$ cat config.mk
export PLATFORM = sky130hd
export DESIGN_NAME = elevator_dispatch
export DESIGN_NICKNAME = d
export VERILOG_FILES = /design/src/rtl/elevator_dispatch.sv
export SDC_FILE = /design/constraint.sdc
export NUM_CORES = 1
export LEC_CHECK = 0
export BUFFER_PORTS_ARGS = -buffer_cell sky130_fd_sc_hd__buf_2
export CELL_PAD_IN_SITES_DETAIL_PLACEMENT = 0
export CELL_PAD_IN_SITES_GLOBAL_PLACEMENT = 1
export CORE_MARGIN = 4
export CORE_UTILIZATION = 43
export CTS_CLUSTER_SIZE = 8
export DETAILED_ROUTE_END_ITERATION = 7
export GPL_TIMING_DRIVEN = 1
export PLACE_DENSITY = 0.87
export SETUP_SLACK_MARGIN = 0.1
export SKIP_CTS_REPAIR_TIMING = 1
export SLEW_MARGIN = 20
export SYNTH_ARGS = -nofsm -noshare
export SYNTH_HDL_FRONTEND = slang
export SYNTH_SLANG_ARGS = --single-unit
$ cat constraint.sdc
create_clock -name clk -period 2.78 [get_ports clk]
set_clock_uncertainty 0.05 [all_clocks]
set_input_delay 0.556 -clock clk [delete_from_list [all_inputs] [get_ports clk]]
set_output_delay 0.556 -clock clk [all_outputs]
set_load 0.01 [all_outputs]
$ cat src/rtl/elevator_dispatch.sv
// Elevator car controller: call latching, SCAN direction, travel/door timing.
// Define ESTOP_EN to add the estop input and the HALT state.
module elevator_dispatch #(
  parameter int NUM_FLOORS    = 8,
  parameter int TRAVEL_CYCLES = 100_000_000,
  parameter int DOOR_CYCLES   = 200_000_000
) (
  input  logic                  clk,
  input  logic                  reset,
  input  logic [NUM_FLOORS-1:0] call_btn,
  input  logic [2:0]            floor,
`ifdef ESTOP_EN
  input  logic                  estop,
`endif
  output logic                  mux_sig,
  output logic                  floor_load,
  output logic                  door_open,
  output logic                  moving,
  output logic [NUM_FLOORS-1:0] pending
);

  localparam int TMAX = (TRAVEL_CYCLES > DOOR_CYCLES) ?
                        TRAVEL_CYCLES : DOOR_CYCLES;
  localparam int TW = $clog2(TMAX + 1);
  localparam logic [TW-1:0] TRAVEL_LAST = TW'(TRAVEL_CYCLES - 1);
  localparam logic [TW-1:0] DOOR_LAST   = TW'(DOOR_CYCLES - 1);

  typedef enum logic [2:0] {
    IDLE,
    MOVE,
    ARRIVE,
    DOOR
`ifdef ESTOP_EN
    , HALT
`endif
  } state_t;

  state_t                  state, state_d;
  logic [TW-1:0]           timer, timer_d;
  logic [NUM_FLOORS-1:0]   pending_d;
  logic                    mux_d;

  logic [NUM_FLOORS-1:0]   fl_mask;
  logic                    above, below, here, call_here;
  logic                    at_top, at_bot;
  logic                    ahead, behind, at_limit;

  always_comb begin
    above   = 1'b0;
    below   = 1'b0;
    fl_mask = '0;
    for (int i = 0; i < NUM_FLOORS; i++) begin
      if (i > int'(floor)) above = above | pending[i];
      if (i < int'(floor)) below = below | pending[i];
      if (i == int'(floor)) fl_mask[i] = 1'b1;
    end
    here      = |(pending & fl_mask);
    call_here = |(call_btn & fl_mask);
  end

  assign at_top   = int'(floor) >= NUM_FLOORS - 1;
  assign at_bot   = floor == 3'd0;
  assign ahead    = mux_sig ? above : below;
  assign behind   = mux_sig ? below : above;
  assign at_limit = mux_sig ? at_top : at_bot;

  always_ff @(posedge clk) begin
    if (reset) begin
      state   <= IDLE;
      timer   <= '0;
      pending <= '0;
      mux_sig <= 1'b1;
    end else begin
      state   <= state_d;
      timer   <= timer_d;
      pending <= pending_d;
      mux_sig <= mux_d;
    end
  end

  always_comb begin
    state_d    = state;
    timer_d    = '0;
    pending_d  = pending | call_btn;
    mux_d      = mux_sig;
    floor_load = 1'b0;
    door_open  = 1'b0;
    moving     = 1'b0;
    unique case (state)
      IDLE: begin
        if (here) begin
          state_d   = DOOR;
          pending_d = pending_d & ~fl_mask;
        end else if (above && (mux_sig || !below)) begin
          mux_d   = 1'b1;
          state_d = MOVE;
        end else if (below) begin
          mux_d   = 1'b0;
          state_d = MOVE;
        end
      end
      MOVE: begin
        moving = 1'b1;
        if (timer == TRAVEL_LAST) begin
          // never step past the end floors, even on a stray direction
          if (at_limit) begin
            state_d = IDLE;
          end else begin
            floor_load = 1'b1;
            state_d    = ARRIVE;
          end
        end else begin
          timer_d = timer + TW'(1);
        end
      end
      ARRIVE: begin
        moving = 1'b1;
        if (here) begin
          state_d   = DOOR;
          pending_d = pending_d & ~fl_mask;
        end else if (ahead) begin
          state_d = MOVE;
        end else if (behind) begin
          mux_d   = ~mux_sig;
          state_d = MOVE;
        end else begin
          state_d = IDLE;
        end
      end
      DOOR: begin
        door_open = 1'b1;
        pending_d = pending_d & ~fl_mask;
        if (call_here) begin
          timer_d = '0;
        end else if (timer == DOOR_LAST) begin
          state_d = IDLE;
        end else begin
          timer_d = timer + TW'(1);
        end
      end
`ifdef ESTOP_EN
      HALT: begin
        door_open = 1'b1;
        pending_d = '0;
        timer_d   = timer;
        state_d   = IDLE;
      end
`endif
      default: state_d = IDLE;
    endcase
`ifdef ESTOP_EN
    // stop wins over everything, including a due floor strobe
    if (estop) begin
      state_d    = HALT;
      floor_load = 1'b0;
      pending_d  = '0;
      timer_d    = timer;
    end
`endif
  end

endmodule

# ---- Word level (Yosys, flattened, before mapping)
# Cells that the tools add are included.
# Widths: inputs -> output; s select.
dict set report classes {
  n_addsub 1
  n_mul 0
  div_mod_pow 0
  order_cmp 15
  n_eq_ne 21
  n_shift 0
  mux 54
  bitwise 18
  reduce_logical 13
}
# operator count
set ops {}
lappend ops {{$mux 28} 3}
lappend ops {{$pmux 28 s2} 1}
lappend ops {{$mux 1} 38}
lappend ops {{$add 28x1->28 const B} 1}
lappend ops {{$eq 28x27->1 const B} 1}
lappend ops {{$eq 28x28->1 const B} 1}
lappend ops {{$and 8x8->8} 3}
lappend ops {{$mux 3} 6}
lappend ops {{$pmux 8 s2} 1}
lappend ops {{$reduce_or 8->1} 2}
lappend ops {{$ne 2x2->1 const B} 7}
lappend ops {{$eq 3x3->1 const A} 4}
lappend ops {{$gt 3x3->1 const A} 4}
lappend ops {{$or 1x1->1} 12}
lappend ops {{$pmux 3 s4} 1}
lappend ops {{$logic_not 3->1} 3}
lappend ops {{$lt 3x3->1 const A} 3}
lappend ops {{$mux 8} 1}
lappend ops {{$not 8->8} 1}
lappend ops {{$or 8x8->8} 1}
lappend ops {{$eq 2x3->1 const A} 2}
lappend ops {{$eq 3x2->1 const B} 2}
lappend ops {{$gt 2x3->1 const A} 2}
lappend ops {{$lt 1x3->1 const A} 2}
lappend ops {{other kinds (17)} 20}
dict set report totals {
  ff_bits 40
  latchBits 0
  ram_bits 0
  rom_bits 0
  inputBits 13
  output_inout_bits 12
  word_cells 126
  n_memories 0
}

# ---- Longest topological paths before layout
dict set report logic_depth {
  ltp_word 20
  mapped_depth 9
  ltp_nobuf 7
}

# ---- Least setup slack after synthesis
# Ideal clock, no wire load.
dict set report synth_path {
  path_kind {in2reg}
  startpoint {input floor[1]}
  endpoint {register mux_sig}
  setup_ns 0.119
  t_arrival_ns 1.936
  t_required_ns 2.611
  slack_ns 0.675
  cell_stages 7
  path_buffers 1
  path_cell_list {clkbuf_1 -> mux4_2 -> mux2i_1 -> and2b_1 -> nand2b_1 -> a21boi_1 -> o21bai_1}
}
dict set report synth_between {
  elab_chain_len 20
  elab_cells_between_ends 72
  cone_classes {14 x order compare; 12 x eq/ne; 27 x mux; 13 x bitwise; 6 x reduce/logical}
}
# item line
set synth_lines {}
lappend synth_lines {{start: declaration} 11} ;# input logic [2:0] floor,
lappend synth_lines {{$lt 1x3->1} 54} ;# if (i < int'(floor)) below = below | pending[i];
lappend synth_lines {{$mux 1} 54}
lappend synth_lines {{$or 1x1->1} 54}
lappend synth_lines {{$mux 1} 54}
lappend synth_lines {{$or 1x1->1} 54}
lappend synth_lines {{$mux 1} 54}
lappend synth_lines {{$or 1x1->1} 54}
lappend synth_lines {{$mux 1} 54}
lappend synth_lines {{[... 4 more ...]} --}
lappend synth_lines {{$or 1x1->1} 54}
lappend synth_lines {{$mux 1} 54}
lappend synth_lines {{$logic_not 1->1} 94} ;# end else if (above && (mux_sig || !below)) begin
lappend synth_lines {{$logic_or 1x1->1} 94}
lappend synth_lines {{$logic_and 1x1->1} 94}
lappend synth_lines {{$mux 1} 94}
lappend synth_lines {{$mux 1} 91} ;# if (here) begin
lappend synth_lines {{$pmux 1 s2} 89} ;# unique case (state)
lappend synth_lines {{end signal: assignment} 77} ;# mux_sig <= mux_d;
lappend synth_lines {{end: declaration} 15} ;# output logic mux_sig,
# Parallel ways exist; a longest one is shown, timed or not. The select of a mux whose other input is x is not followed.
# A chain may end at the register's enable or synchronous reset.

# ---- Worst setup path after layout
dict set report layout_path {
  startpoint {register timer[12]}
  endpoint {output floor_load}
}
dict set report layout_between {
  elab_chain_len 3
}
# item line
set layout_lines {}
lappend layout_lines {{start: declaration} 39} ;# logic [TW-1:0] timer, timer_d;
lappend layout_lines {{start signal: assignment} 75} ;# timer <= timer_d;
lappend layout_lines {{$eq 28x27->1} 104} ;# if (timer == TRAVEL_LAST) begin
lappend layout_lines {{$mux 1} 104}
lappend layout_lines {{$mux 1} 89}
lappend layout_lines {{end: declaration} 16} ;# output logic floor_load,
# Every way passes these cells.

==> impl_metrics.prom <==
# TYPE chip_impl_metric gauge
chip_impl_info{name="run_status",value="finished, final reports clean"} 1
chip_impl_metric{name="distinct_cell_type_count_of_the_synthesized_netlist",unit=""} 51
chip_impl_metric{name="total_leakage_power",unit="nW"} 0.880
chip_impl_metric{name="max_freq",unit="MHz"} 391
chip_impl_metric{name="cts_buffers",unit=""} 5
chip_impl_metric{name="globalRouteOverflowTotal",unit=""} 0
chip_impl_metric{name="route.final.wire_length",unit="µm"} 4560
chip_impl_metric{name="max-cap-violations",unit=""} 0
chip_impl_info{name="cts_tree",value="yes"} 1
chip_impl_info{name="worstPathCellList",value="or4_4 > nor4_4 > nand4_1 > nor2_1 > buf_2"} 1
chip_impl_metric{name="synth.cell_area",unit="µm²"} 2180
chip_impl_metric{name="relSlewSlack",unit=""} 0.619
chip_impl_metric{name="pin_count_of_the_biggest_net_entering_global_routing",unit=""} 29
chip_impl_info{name="ys.flop_type",value="sky130_fd_sc_hd__dfxtp_1"} 1
chip_impl_info{name="reg2reg_from",value="timer[0]"} 1
chip_impl_metric{name="detail_route.vias_per_cell",unit=""} 5.27
chip_impl_metric{name="synth-warning-count",unit=""} 0
chip_impl_info{name="min_path_type",value="reg2reg"} 1
chip_impl_metric{name="cts.sink_count",unit=""} 39
chip_impl_info{name="synth_area_leader_cell",value="sky130_fd_sc_hd__dfxtp_1"} 1
chip_impl_info{name="critical-path-top-delay-family",value="simple AND/OR/NAND/NOR gates"} 1
chip_impl_metric{name="final-setup-viol-count",unit=""} 0
chip_impl_metric{name="final_hold_viol_count",unit=""} 0
chip_impl_metric{name="clock_insertion_delay_worst_skew",unit="ns"} 0.29
chip_impl_metric{name="worst-r2r-setup-slack",unit="ns"} 0.47
chip_impl_info{name="root_buffer",value="sky130_fd_sc_hd__clkbuf_8"} 1
chip_impl_info{name="worst_setup_path_end_kind",value="output port"} 1
chip_impl_info{name="rsz0062_at_grt",value="no"} 1
chip_impl_metric{name="final_nets",unit=""} 303
chip_impl_metric{name="detail_route.first_pass.iterations",unit=""} 4
chip_impl_metric{name="floorplan.initialDensity",unit=""} 0.452
chip_impl_metric{name="num_vias",unit=""} 1861
chip_impl_info{name="worst-setup-path-type",value="reg2out"} 1
chip_impl_metric{name="clockBufferDepth",unit=""} 2
chip_impl_info{name="worst_setup_path_start_kind",value="register"} 1
chip_impl_metric{name="chipHeight",unit="µm"} 79.2
chip_impl_metric{name="postSynth.asyncResetShare",unit=""} 0
chip_impl_metric{name="tns_setup",unit="ns"} 0
chip_impl_metric{name="synth_seq_cells",unit=""} 39
chip_impl_metric{name="timing.critical_path.fanout_max",unit=""} 3
chip_impl_metric{name="synthToLayoutAreaGrowth",unit="%"} 14.3
chip_impl_metric{name="ant_nets",unit=""} 0
chip_impl_metric{name="top_cell_type_s_share_of_synthesized_area",unit=""} 0.359
chip_impl_metric{name="std_cell_rows",unit=""} 25
chip_impl_metric{name="clk_pin_slew",unit="ns"} 0.08
chip_impl_metric{name="synth_sequential_area_ratio",unit=""} 0.359
chip_impl_metric{name="chipWidth",unit="µm"} 79.2
chip_impl_metric{name="timing.critical_path.required",unit="ns"} 2.17
chip_impl_metric{name="dpl_cell_area",unit="µm²"} 2330
chip_impl_info{name="hold_path_startpoint",value="timer[0]"} 1
chip_impl_metric{name="vdd_ir_drop_max",unit="V"} 0.000358
chip_impl_metric{name="critPathBufInv",unit=""} 1
chip_impl_metric{name="io_pins",unit=""} 25
chip_impl_metric{name="synth_nets",unit=""} 277
chip_impl_metric{name="portBuffers",unit=""} 24
chip_impl_metric{name="clock_tree.htree_level_count",unit=""} 2
chip_impl_metric{name="synthesis.instances",unit=""} 259
chip_impl_metric{name="critical_path_arrival",unit="ns"} 1.95
chip_impl_metric{name="largest_stage_delay_on_the_critical_path",unit="ns"} 0.55
chip_impl_metric{name="core_area",unit="µm²"} 4820
chip_impl_info{name="synth_most_common_cell",value="sky130_fd_sc_hd__nor2_1"} 1
chip_impl_metric{name="syn_avg_cell_area",unit="µm²"} 8.41
chip_impl_metric{name="drtIter0Drc",unit=""} 107
chip_impl_metric{name="timing_max_transition_violations_final",unit=""} 0
chip_impl_metric{name="wire_length_of_the_first_global_routing_pass",unit="µm"} 7940
chip_impl_info{name="synth_commonest_cells",value="sky130_fd_sc_hd__nor2_1 (52), sky130_fd_sc_hd__dfxtp_1 (39), sky130_fd_sc_hd__nand2_1 (17), sky130_fd_sc_hd__xnor2_1 (14)"} 1
chip_impl_info{name="crit_slowest_cell",value="sky130_fd_sc_hd__or4_4"} 1
chip_impl_info{name="reg2reg_to",value="timer[24]"} 1
chip_impl_metric{name="synth-edff-count",unit=""} 0
chip_impl_metric{name="post-route-drc-count",unit=""} 0
chip_impl_metric{name="post-route-min-period",unit="ns"} 2.56
chip_impl_info{name="synth_area_leaders",value="sky130_fd_sc_hd__dfxtp_1 (36%), sky130_fd_sc_hd__nor2_1 (9.0%), sky130_fd_sc_hd__xnor2_1 (5.6%)"} 1
chip_impl_metric{name="final_area",unit="µm²"} 2490
chip_impl_metric{name="die_area",unit="µm²"} 6270
chip_impl_metric{name="tightestPinTransition",unit="ns"} 0.569
chip_impl_metric{name="min_period_over_period",unit=""} 0.920
chip_impl_metric{name="worst-path-stages",unit=""} 5
chip_impl_info{name="critPathCapture",value="floor_load"} 1
chip_impl_metric{name="grtUsageTotal",unit=""} 0.155
chip_impl_metric{name="avgRoutedWirePerCell",unit="µm"} 12.9
chip_impl_metric{name="r2r_cells",unit=""} 8
chip_impl_metric{name="number_of_antenna_violations_at_the_first_check_in_global_routing",unit=""} 0
chip_impl_metric{name="globalplace.congestion",unit=""} 0.804
chip_impl_metric{name="via_count_of_the_first_global_routing_pass",unit=""} 1768
chip_impl_info{name="setup.worst_path.start",value="timer[12]"} 1
chip_impl_metric{name="layout_cells_sized_above_1",unit=""} 0.182
chip_impl_metric{name="antenna_cells",unit=""} 0
chip_impl_metric{name="detailed_placement_hpwl",unit="µm"} 3290
chip_impl_metric{name="power_density_of_the_placed_cells",unit="nW/µm²"} 671
layout by cell type (no fill, tap or decap), types with 2 or more instances in the layout:
cell type	n
sky130_fd_sc_hd__dfxtp_2	2
sky130_fd_sc_hd__and3_1	2
sky130_fd_sc_hd__clkbuf_8	5
sky130_fd_sc_hd__nor2_1	52
sky130_fd_sc_hd__nand2_1	17
sky130_fd_sc_hd__a211oi_1	11
sky130_fd_sc_hd__o21ai_0	9
sky130_fd_sc_hd__nand3_1	13
sky130_fd_sc_hd__nor3_1	5
sky130_fd_sc_hd__ha_1	5
sky130_fd_sc_hd__dfxtp_1	36
sky130_fd_sc_hd__nor4_4	2
sky130_fd_sc_hd__mux4_2	2
sky130_fd_sc_hd__buf_4	5
sky130_fd_sc_hd__mux2i_1	5
sky130_fd_sc_hd__o31ai_1	2
sky130_fd_sc_hd__xor2_1	11
sky130_fd_sc_hd__xnor2_1	14
sky130_fd_sc_hd__nand4_1	9
sky130_fd_sc_hd__o211a_1	2
sky130_fd_sc_hd__nor4b_1	3
sky130_fd_sc_hd__nand2b_1	3
sky130_fd_sc_hd__buf_2	24
sky130_fd_sc_hd__inv_1	13
sky130_fd_sc_hd__nor4_2	2
sky130_fd_sc_hd__a21oi_1	2
stage by stage:
step	hold WS, ns	std cells	total power [W]	setup WS (ns)	util
after global routing	0.456	353	0.00179	0.124	0.516
after floorplan	0.376	259	0.00107	0.675	-
after CTS	0.423	349	0.00169	0.137	0.506
after global placement	0.389	341	0.00121	0.392	0.483
after detailed placement	0.404	341	0.00122	0.353	0.483
final	0.416	353	0.00167	0.222	0.516
worst register-to-register path, stage by stage (launching register included):
cell	delay, ns
sky130_fd_sc_hd__dfxtp_1	0.37
sky130_fd_sc_hd__ha_1	0.22
sky130_fd_sc_hd__nand4_1	0.24
sky130_fd_sc_hd__buf_4	0.23
sky130_fd_sc_hd__nor4_2	0.43
sky130_fd_sc_hd__nand2b_1	0.23
sky130_fd_sc_hd__nor3_1	0.22
sky130_fd_sc_hd__xnor2_1	0.15
sky130_fd_sc_hd__nor2_1	0.05
power breakdown:
| part | internal (W) | switching (W) | leakage, nW | total (W) |
|---|---|---|---|---|
| sequential | 0.000615 | 0.0000747 | 0.319 | 0.000689 |
| combinational | 0.000209 | 0.000303 | 0.503 | 0.000511 |
| clock | 0.000267 | 0.000202 | 0.0581 | 0.000470 |
flip-flops by register name, indices dropped and copies added, names as in the netlist:
| register | flops |
|---|---|
| timer | 28 |
| pending | 8 |
| state | 2 |
| mux_sig | 1 |
worst min-delay path by stage:
stage / slack [ns] / depth (start not counted) / to
floorplan: 0.38 / 1 / timer[0]
global placement: 0.39 / 1 / timer[0]
CTS: 0.42 / 1 / timer[0]
detailed placement: 0.40 / 1 / timer[0]
finish: 0.42 / 1 / timer[0]
global route: 0.46 / 1 / timer[0]
layout make-up:
type / count / area [µm²]
clock buffers: 5 / 68.8
repair buffers: 29 / 158
flip-flops and latches: 39 / 787
multi-input cells: 197 / 1300
well taps: 67 / 83.8
fillers: 501 / 2330
clock inverters: 3 / 43.8
inverters: 13 / 48.8
cell families after synthesis:
family                     Yosys count  synth area share
AOI/OAI and AO/OA                   39             0.126
xor gates and xnor gates            25             0.101
adders and majority gates            5            0.0287
buffers and inverters               23            0.0512
DFF                                 39             0.359
muxes                                7            0.0437
and+or+nand+nor                    121             0.291
per-layer routing:
layer | GRT usage | share of wire
met1 | 0.199 | 0.46
met5 | 0 | 0
met3 | 0.0363 | 0.051
met2 | 0.254 | 0.48
met4 | 0.0533 | 0.0083
Power figures use the tool's default switching activity.
